$ cat src/rtl/rom_pkg.sv
// Shared definitions for the 556PT5/556PT4 ROM dump controller: chip constants,
// sequencer state encoding and the timer load helper.
package rom_pkg;

  localparam logic [7:0] CHIP_ID_IP3604 = 8'h04;
  localparam logic [7:0] CHIP_ID_IP3601 = 8'h01;

  localparam int IP3604_DATA_WIDTH    = 8;
  localparam int IP3601_DATA_WIDTH    = 4;
  localparam int IP3604_ADDRESS_WIDTH = 9;
  localparam int IP3601_ADDRESS_WIDTH = 8;

  localparam logic [3:0] READER_OP_CODE = 4'b1100;

  localparam int TIMER_WIDTH      = 8;
  localparam int ROM_RESET_CYCLES = 2;

  typedef enum logic [2:0] {
    IDLE     = 3'd0,
    RST_ROM  = 3'd1,
    SETTLE   = 3'd2,
    CAPTURE  = 3'd3,
    OUTPUT   = 3'd4,
    INC_ON   = 3'd5,
    INC_WAIT = 3'd6,
    DONE     = 3'd7
  } dump_state_e;

  // A state that must last N cycles loads N-1 and leaves on the cycle the timer reads zero.
  function automatic logic [TIMER_WIDTH-1:0] timer_load_for(input int cycles);
    return TIMER_WIDTH'(cycles - 1);
  endfunction

endpackage

$ cat src/rtl/rom_dump_timer.sv
// Loadable 8-bit down-counter shared by the timed states of the dump sequencer.
module rom_dump_timer
  import rom_pkg::*;
(
  input  logic                   clk,
  input  logic                   reset_n,
  input  logic                   load,
  input  logic [TIMER_WIDTH-1:0] load_value,
  output logic [TIMER_WIDTH-1:0] value,
  output logic                   expired
);

  logic [TIMER_WIDTH-1:0] value_q;
  logic [TIMER_WIDTH-1:0] value_d;

  always_comb begin
    value_d = value_q;
    if (load) begin
      value_d = load_value;
    end else if (value_q != '0) begin
      value_d = value_q - 1'b1;
    end
  end

  always_ff @(posedge clk) begin
    if (!reset_n) begin
      value_q <= '0;
    end else begin
      value_q <= value_d;
    end
  end

  assign value   = value_q;
  assign expired = (value_q == '0);

endmodule

$ cat src/rtl/rom_dump_sequencer.sv
// Walks the ROM reader through every address, capturing each word and handing it
// downstream over a valid/ready stream; address steps are confirmed on the reader bus.
module rom_dump_sequencer
  import rom_pkg::*;
#(
  parameter int DATA_WIDTH     = 8,
  parameter int ADDRESS_WIDTH  = 9,
  parameter int SETTLE_CYCLES  = 4,
  parameter int PULSE_CYCLES   = 2,
  parameter int TIMEOUT_CYCLES = 16
) (
  input  logic                     clk,
  input  logic                     reset_n,
  input  logic                     start,
  input  logic                     abort,
  input  logic [ADDRESS_WIDTH-1:0] in_address,
  input  logic [DATA_WIDTH-1:0]    in_data,
  output logic                     rom_reset_n,
  output logic                     rom_increment,
  output logic                     rom_decrement,
  output logic                     out_valid,
  input  logic                     out_ready,
  output logic [ADDRESS_WIDTH-1:0] out_address,
  output logic [DATA_WIDTH-1:0]    out_data,
  output logic                     busy,
  output logic                     done,
  output logic                     error
);

  localparam logic [ADDRESS_WIDTH-1:0] LAST_ADDRESS = '1;
  localparam logic [ADDRESS_WIDTH-1:0] ADDRESS_STEP = ADDRESS_WIDTH'(1);

  dump_state_e              state_q, state_d;
  logic [ADDRESS_WIDTH-1:0] expected_q, expected_d;
  logic [ADDRESS_WIDTH-1:0] out_address_q, out_address_d;
  logic [DATA_WIDTH-1:0]    out_data_q, out_data_d;
  logic                     error_q, error_d;
  logic                     rom_reset_n_q, rom_reset_n_d;
  logic                     rom_increment_q, rom_increment_d;
  logic                     out_valid_q, out_valid_d;
  logic                     busy_q, busy_d;
  logic                     done_q, done_d;
  logic [ADDRESS_WIDTH-1:0] expected_next;

  logic                   timer_load;
  logic [TIMER_WIDTH-1:0] timer_load_value;
  logic [TIMER_WIDTH-1:0] timer_value;
  logic                   timer_expired;

  rom_dump_timer u_timer (
    .clk        (clk),
    .reset_n    (reset_n),
    .load       (timer_load),
    .load_value (timer_load_value),
    .value      (timer_value),
    .expired    (timer_expired)
  );

  assign expected_next = expected_q + ADDRESS_STEP;

  always_comb begin
    state_d          = state_q;
    expected_d       = expected_q;
    out_address_d    = out_address_q;
    out_data_d       = out_data_q;
    error_d          = error_q;
    timer_load       = 1'b0;
    timer_load_value = '0;

    if (abort) begin
      state_d = IDLE;
    end else begin
      case (state_q)
        IDLE: begin
          if (start) begin
            error_d          = 1'b0;
            expected_d       = '0;
            state_d          = RST_ROM;
            timer_load       = 1'b1;
            timer_load_value = timer_load_for(ROM_RESET_CYCLES);
          end
        end
        RST_ROM: begin
          if (timer_expired) begin
            state_d          = SETTLE;
            timer_load       = 1'b1;
            timer_load_value = timer_load_for(SETTLE_CYCLES);
          end
        end
        SETTLE: begin
          if (timer_expired) begin
            state_d = CAPTURE;
          end
        end
        CAPTURE: begin
          out_data_d    = in_data;
          out_address_d = expected_q;
          if (in_address != expected_q) begin
            error_d = 1'b1;
          end
          state_d = OUTPUT;
        end
        OUTPUT: begin
          // The last word ends the dump without stepping, so reader wrap never matters.
          if (out_ready) begin
            if (expected_q == LAST_ADDRESS) begin
              state_d = DONE;
            end else begin
              state_d          = INC_ON;
              timer_load       = 1'b1;
              timer_load_value = timer_load_for(PULSE_CYCLES);
            end
          end
        end
        INC_ON: begin
          if (timer_expired) begin
            state_d          = INC_WAIT;
            timer_load       = 1'b1;
            timer_load_value = timer_load_for(TIMEOUT_CYCLES);
          end
        end
        INC_WAIT: begin
          if (in_address == expected_next) begin
            expected_d       = expected_next;
            state_d          = SETTLE;
            timer_load       = 1'b1;
            timer_load_value = timer_load_for(SETTLE_CYCLES);
          end else if (timer_value == '0) begin
            error_d = 1'b1;
            state_d = DONE;
          end
        end
        DONE: begin
          state_d = IDLE;
        end
        default: begin
          state_d = IDLE;
        end
      endcase
    end

    // Outputs are registered from the next state so they settle one edge after any decision.
    rom_reset_n_d   = (state_d != RST_ROM);
    rom_increment_d = (state_d == INC_ON);
    out_valid_d     = (state_d == OUTPUT);
    busy_d          = (state_d != IDLE);
    done_d          = (state_d == DONE);
  end

  always_ff @(posedge clk) begin
    if (!reset_n) begin
      state_q         <= IDLE;
      expected_q      <= '0;
      out_address_q   <= '0;
      out_data_q      <= '0;
      error_q         <= 1'b0;
      rom_reset_n_q   <= 1'b0;
      rom_increment_q <= 1'b0;
      out_valid_q     <= 1'b0;
      busy_q          <= 1'b0;
      done_q          <= 1'b0;
    end else begin
      state_q         <= state_d;
      expected_q      <= expected_d;
      out_address_q   <= out_address_d;
      out_data_q      <= out_data_d;
      error_q         <= error_d;
      rom_reset_n_q   <= rom_reset_n_d;
      rom_increment_q <= rom_increment_d;
      out_valid_q     <= out_valid_d;
      busy_q          <= busy_d;
      done_q          <= done_d;
    end
  end

  assign rom_reset_n   = rom_reset_n_q;
  assign rom_increment = rom_increment_q;
  assign rom_decrement = 1'b0;
  assign out_valid     = out_valid_q;
  assign out_address   = out_address_q;
  assign out_data      = out_data_q;
  assign busy          = busy_q;
  assign done          = done_q;
  assign error         = error_q;

endmodule

$ cat config.mk
export PLATFORM = sky130hd
export DESIGN_NAME = rom_dump_sequencer
export DESIGN_NICKNAME = d
export VERILOG_FILES = /design/src/rtl/rom_pkg.sv /design/src/rtl/rom_dump_timer.sv /design/src/rtl/rom_dump_sequencer.sv
export SDC_FILE = /design/constraint.sdc
export NUM_CORES = 1
export LEC_CHECK = 0
export CORE_ASPECT_RATIO = 0.75
export CORE_MARGIN = 2
export CORE_UTILIZATION = 34
export CTS_CLUSTER_SIZE = 24
export DETAILED_ROUTE_END_ITERATION = 8
export HOLD_SLACK_MARGIN = 0.12
export PLACE_DENSITY = 0.54
export SYNTH_ARGS = -nofsm -noshare
export SYNTH_HDL_FRONTEND = slang
export SYNTH_HIERARCHICAL = 1
export SYNTH_SLANG_ARGS = --single-unit
$ cat constraint.sdc
create_clock -name clk -period 4.6 [get_ports clk]
set_input_delay 0.69 -clock clk [delete_from_list [all_inputs] [get_ports clk]]
set_output_delay 0.69 -clock clk [all_outputs]
set_load 0.005 [all_outputs]
==> flow_summary.rst <==
.. list-table::
   :header-rows: 1

   * - Metric
     - Value
   * - Number of enable-type register cells in the synthesized netlist
     - 0
   * - Quantity of I/O buffers inserted on ports
     - 44
   * - Final standard cell area without fillers
     - roughly 3000 um^2
   * - Worst hold slack across all endpoints
     - 0.4559 ns
   * - Initial Util
     - around 36%
   * - Residual overflow from global routing
     - 0
   * - Nets@finish
     - 363
   * - Register-to-register setup slack
     - roughly 0.64 ns
   * - Measured slew at the worst slew-check pin
     - around 1.1 ns
   * - Total of endpoints with negative setup slack in the final report
     - 0
   * - Vias per cell
     - between 5 and 6
   * - Num ports
     - 46
   * - Total number of placement rows
     - 26
   * - Share of the clock period used by the worst path
     - 86.00%
   * - Clock Skew
     - 0.004935 ns
   * - Kind of start point of the critical path
     - flop
   * - DRC violations left
     - 0
   * - Num CTS Buffers
     - 5
   * - Post-synthesis register bit count
     - 43
   * - Hold Fails Final Rpt
     - 0
   * - Clock network power share
     - about 29%
   * - Highest fanout seen on the critical path
     - 11
   * - Most used flip-flop cell after synthesis
     - sky130_fd_sc_hd__dfxtp_1
   * - X dimension of the die
     - 102.7 um
   * - Number of levels the H-tree was split into
     - 2
   * - Min-Delay Path Class
     - reg2reg
   * - Weighted congestion reported at the end of routability-driven placement
     - 0.8565
   * - Hpwl dp
     - about 4700 um
   * - Largest net degree at the start of global routing
     - 27
   * - Violation count after the first detailed-routing iteration
     - 133
   * - Async SR Flop Fraction
     - 0%
   * - Data arrival at the endpoint of the critical path
     - 4.12 ns
   * - Fmax
     - 252.8 MHz
   * - Max-cap check violation count
     - 0
   * - Period minus WS final
     - 3.956 ns
   * - Required time at the worst-slack endpoint
     - 4.76 ns
   * - Worst supply voltage drop on vdd
     - between 0.15 and 0.2 mV
   * - Area grow syn2layout
     - 21.19%
   * - Initial antenna violation count
     - 0
   * - Relative slew margins
     - 28.13%
   * - Total net switching power
     - 339.5 uW
   * - Clock root buffer
     - sky130_fd_sc_hd__clkbuf_8
   * - Portion of the post-synthesis area used by sequential elements
     - 34.63%
   * - # Post-CTS Setup Buffers
     - 0
   * - Insertion delay to the later sink of the worst-skew pair
     - around 0.29 ns
   * - Y dimension of the die
     - 78.06 um
   * - Unrepaired setup endpoints after global routing
     - no
   * - Top routing layer in use
     - met4
   * - Gate count after technology mapping
     - 304
   * - Reg2Reg Launch Point
     - expected_q[0]$_SDFFE_PN0P_
   * - First-pass GRT wire length
     - ~11,000 um
   * - Result of the run
     - complete, no violations
   * - CTS Buffer Depth
     - 2
   * - Count of hold buffers inserted by post-cts repair
     - 0
   * - DR WL met2
     - 2591 um
   * - Detailed-routing wirelength on met1
     - approximately 3500 um
   * - Area of the core region
     - between 6000 and 7000 um^2
   * - Overall global routing resource usage
     - between 10% and 20%
   * - WHS Path Cells
     - 2
   * - Worst hold endpoint
     - out_data[6]$_SDFFE_PN0P_
   * - Die outline area
     - between 8000 and 9000 um^2
   * - Static leakage power
     - 0.001005 uW
   * - Min-Delay Startpoint
     - out_data[6]$_SDFFE_PN0P_
   * - Syn avg cell area
     - about 8 um^2
   * - Clock-pin slew on the worst setup and hold paths
     - 0.08 ns
   * - Share of post-route cells with drive strength above 1
     - 7.375%
   * - Design internal power
     - a little over 700 uW
   * - Number of unique standard cell types used by synthesis
     - 58
   * - TritonCTS clock tree
     - yes
   * - Drt first pass iters
     - 4
   * - Antenna cell count
     - 0
   * - DRT Wirelength
     - 6504 um
   * - Netlist area before placement
     - 2486 um^2
   * - Vias in the first global route
     - about 2,100
   * - # resized after CTS
     - 0
   * - Number of warnings issued by yosys
     - 6
   * - Crit path capture type
     - flop
   * - Total negative setup slack
     - 0 ns
   * - Ratio of total power to cell area
     - 353.4 nW/um^2
   * - Routed Antenna Nets
     - 0
   * - Path type of the worst setup path
     - reg2reg
   * - Combinational Power Share
     - 27.8%
   * - Reg-to-reg endpoint
     - u_timer/value[1]$_SDFFE_PN0P_
   * - Depth of the worst register-to-register path
     - 15
   * - Number of slew-limit violations in the final report
     - 0
   * - Instance area at placement
     - 2895 um^2
   * - Switching portion of total power
     - 31.89%
   * - Met3 routed WL
     - 397 um
   * - Part of the power in registers
     - 43.3%
   * - Wire length per cell
     - 14.88 um
   * - Total via count in the routed design
     - 2,275
   * - Clk sinks
     - 43
==> cells in the mapped netlist, drive strengths merged, types with 2 or more instances <==
| library cell | n | area (um^2) |
|---|---|---|
| a211o | 2 | 18.77 |
| a21o | 2 | 15.01 |
| a21oi | 34 | 170.2 |
| a311oi | 4 | 41.29 |
| a31oi | 2 | 12.51 |
| and3 | 4 | 30.03 |
| buf | 6 | 53.79 |
| clkbuf | 16 | 120.1 |
| dfxtp | 43 | 860.8 |
| ha | 3 | 37.54 |
| inv | 8 | 30.03 |
| nand2 | 51 | 191.4 |
| nand2b | 5 | 31.28 |
| nand3 | 13 | 65.06 |
| nand3b | 3 | 22.52 |
| nand4 | 6 | 37.54 |
| nor2 | 12 | 45.04 |
| nor3 | 6 | 30.03 |
| nor3b | 5 | 42.54 |
| nor4 | 7 | 58.81 |
| o2111ai | 2 | 17.52 |
| o211ai | 7 | 52.55 |
| o21a | 2 | 15.01 |
| o21ai | 9 | 45.04 |
| o31ai | 6 | 45.04 |
| or3 | 4 | 28.78 |
| or4 | 4 | 30.03 |
| xnor2 | 8 | 70.07 |
| xor2 | 9 | 78.83 |
==> cell type report <==
class                      instances  area [um^2]
fill                             762         3949
multi-input combinational        233         1423
sequential                        43        860.8
timing repair buffer              46        455.4
tap                               98        122.6
clock buffer                       6        82.58
clock inverter                     2        35.03
inverter                           9        33.78
==> cell families after synthesis <==
group | count (synthesis) | share of synthesized area [%]
and+or+nand+nor | 127 | 27.38
other | 1 | 0.1508
adders and majority gates | 3 | 1.510
xor gates and xnor gates | 17 | 5.989
AOI/OAI and AO/OA | 80 | 21.19
muxes | 1 | 0.4026
DFF | 43 | 34.63
buffers and inverters | 32 | 8.757
==> worst max path at each step <==
stage          depth (start not counted)                            end  slack, ns                       start
2_1_floorplan                         15  u_timer/value[1]$_SDFFE_PN0P_       1.21  expected_q[0]$_SDFFE_PN0P_
6_report                              15  u_timer/value[1]$_SDFFE_PN0P_       0.64  expected_q[0]$_SDFFE_PN0P_
5_1_grt                               15  u_timer/value[4]$_SDFFE_PN0P_       0.14  expected_q[1]$_SDFFE_PN0P_
3_3_place_gp                          15  u_timer/value[3]$_SDFFE_PN0P_       0.88  expected_q[0]$_SDFFE_PN0P_
4_1_cts                               15  u_timer/value[3]$_SDFFE_PN0P_       0.64  expected_q[1]$_SDFFE_PN0P_
3_5_place_dp                          15  u_timer/value[5]$_SDFFE_PN0P_       0.66  expected_q[0]$_SDFFE_PN0P_
==> layer usage <==
metal	vias up	track usage, %
met4	0	2.763
met2	50	22.81
li1	1160	-
met5	-	0
met1	1061	26.63
met3	4	4.096
==> cells in the final DEF, fill, tap and decap left out, types with 6 or more instances in the layout <==
cell type / synthesis / layout
sky130_fd_sc_hd__clkdlybuf4s50_1: 1 / 44
sky130_fd_sc_hd__nor4_1: 6 / 6
sky130_fd_sc_hd__o21ai_0: 9 / 9
sky130_fd_sc_hd__a21oi_1: 34 / 34
sky130_fd_sc_hd__xor2_1: 9 / 9
sky130_fd_sc_hd__o211ai_1: 7 / 7
sky130_fd_sc_hd__nand2_1: 51 / 51
sky130_fd_sc_hd__clkbuf_8: 6 / 6
sky130_fd_sc_hd__inv_1: 8 / 8
sky130_fd_sc_hd__nor2_1: 12 / 12
sky130_fd_sc_hd__nor3_1: 6 / 6
sky130_fd_sc_hd__nand3_1: 13 / 13
sky130_fd_sc_hd__nand4_1: 6 / 6
sky130_fd_sc_hd__dfxtp_1: 43 / 43
sky130_fd_sc_hd__o31ai_1: 6 / 6
sky130_fd_sc_hd__xnor2_1: 8 / 8
==> critical path, stage by stage, from the launching register on <==
cell and delay (ns):
sky130_fd_sc_hd__dfxtp_1 0.56, sky130_fd_sc_hd__ha_1 0.37, sky130_fd_sc_hd__nand3_1 0.22, sky130_fd_sc_hd__nor2_1 0.24, sky130_fd_sc_hd__and3_2 0.20, sky130_fd_sc_hd__ha_1 0.24
sky130_fd_sc_hd__xnor2_1 0.15, sky130_fd_sc_hd__and3_2 0.18, sky130_fd_sc_hd__o211ai_1 0.10, sky130_fd_sc_hd__a311oi_1 0.28, sky130_fd_sc_hd__buf_4 0.19, sky130_fd_sc_hd__nand2_1 0.09
sky130_fd_sc_hd__a21oi_1 0.43, sky130_fd_sc_hd__inv_1 0.27, sky130_fd_sc_hd__o21ai_0 0.27, sky130_fd_sc_hd__a311oi_2 0.05
==> sequential cells by signal, indices dropped and copies added (netlist names) <==
signal / flops
out_address: 9
rom_increment: 1
error: 1
out_data: 8
out_valid: 1
done: 1
expected_q: 9
state_q: 3
rom_reset_n: 1
busy: 1
u_timer/value: 8
==> power groups by stage <==
stage | logic (uW) | registers, uW | clock network [uW]
finish | 296 | 461 | 308
CTS | 297 | 460 | 320
global route | 335 | 467 | 338
detailed placement | 296 | 469 | 0
floorplan | 245 | 454 | 0
global placement | 294 | 469 | 0
==> stage by stage <==
| stage | setup WS, ns | total power (uW) | cells | utilization [%] |
|---|---|---|---|---|
| 4_1_cts | 0.6441 | 1078 | 437 | 43.28 |
| 3_3_place_gp | 0.8801 | 763.1 | 429 | 41.59 |
| 2_1_floorplan | 1.215 | 698.8 | 308 | - |
| 3_5_place_dp | 0.6613 | 764.5 | 429 | 41.59 |
| 5_1_grt | 0.1370 | 1139 | 437 | 43.28 |
| 6_report | 0.6442 | 1065 | 437 | 43.28 |
Note: power is estimated with default switching activity, not from simulation.
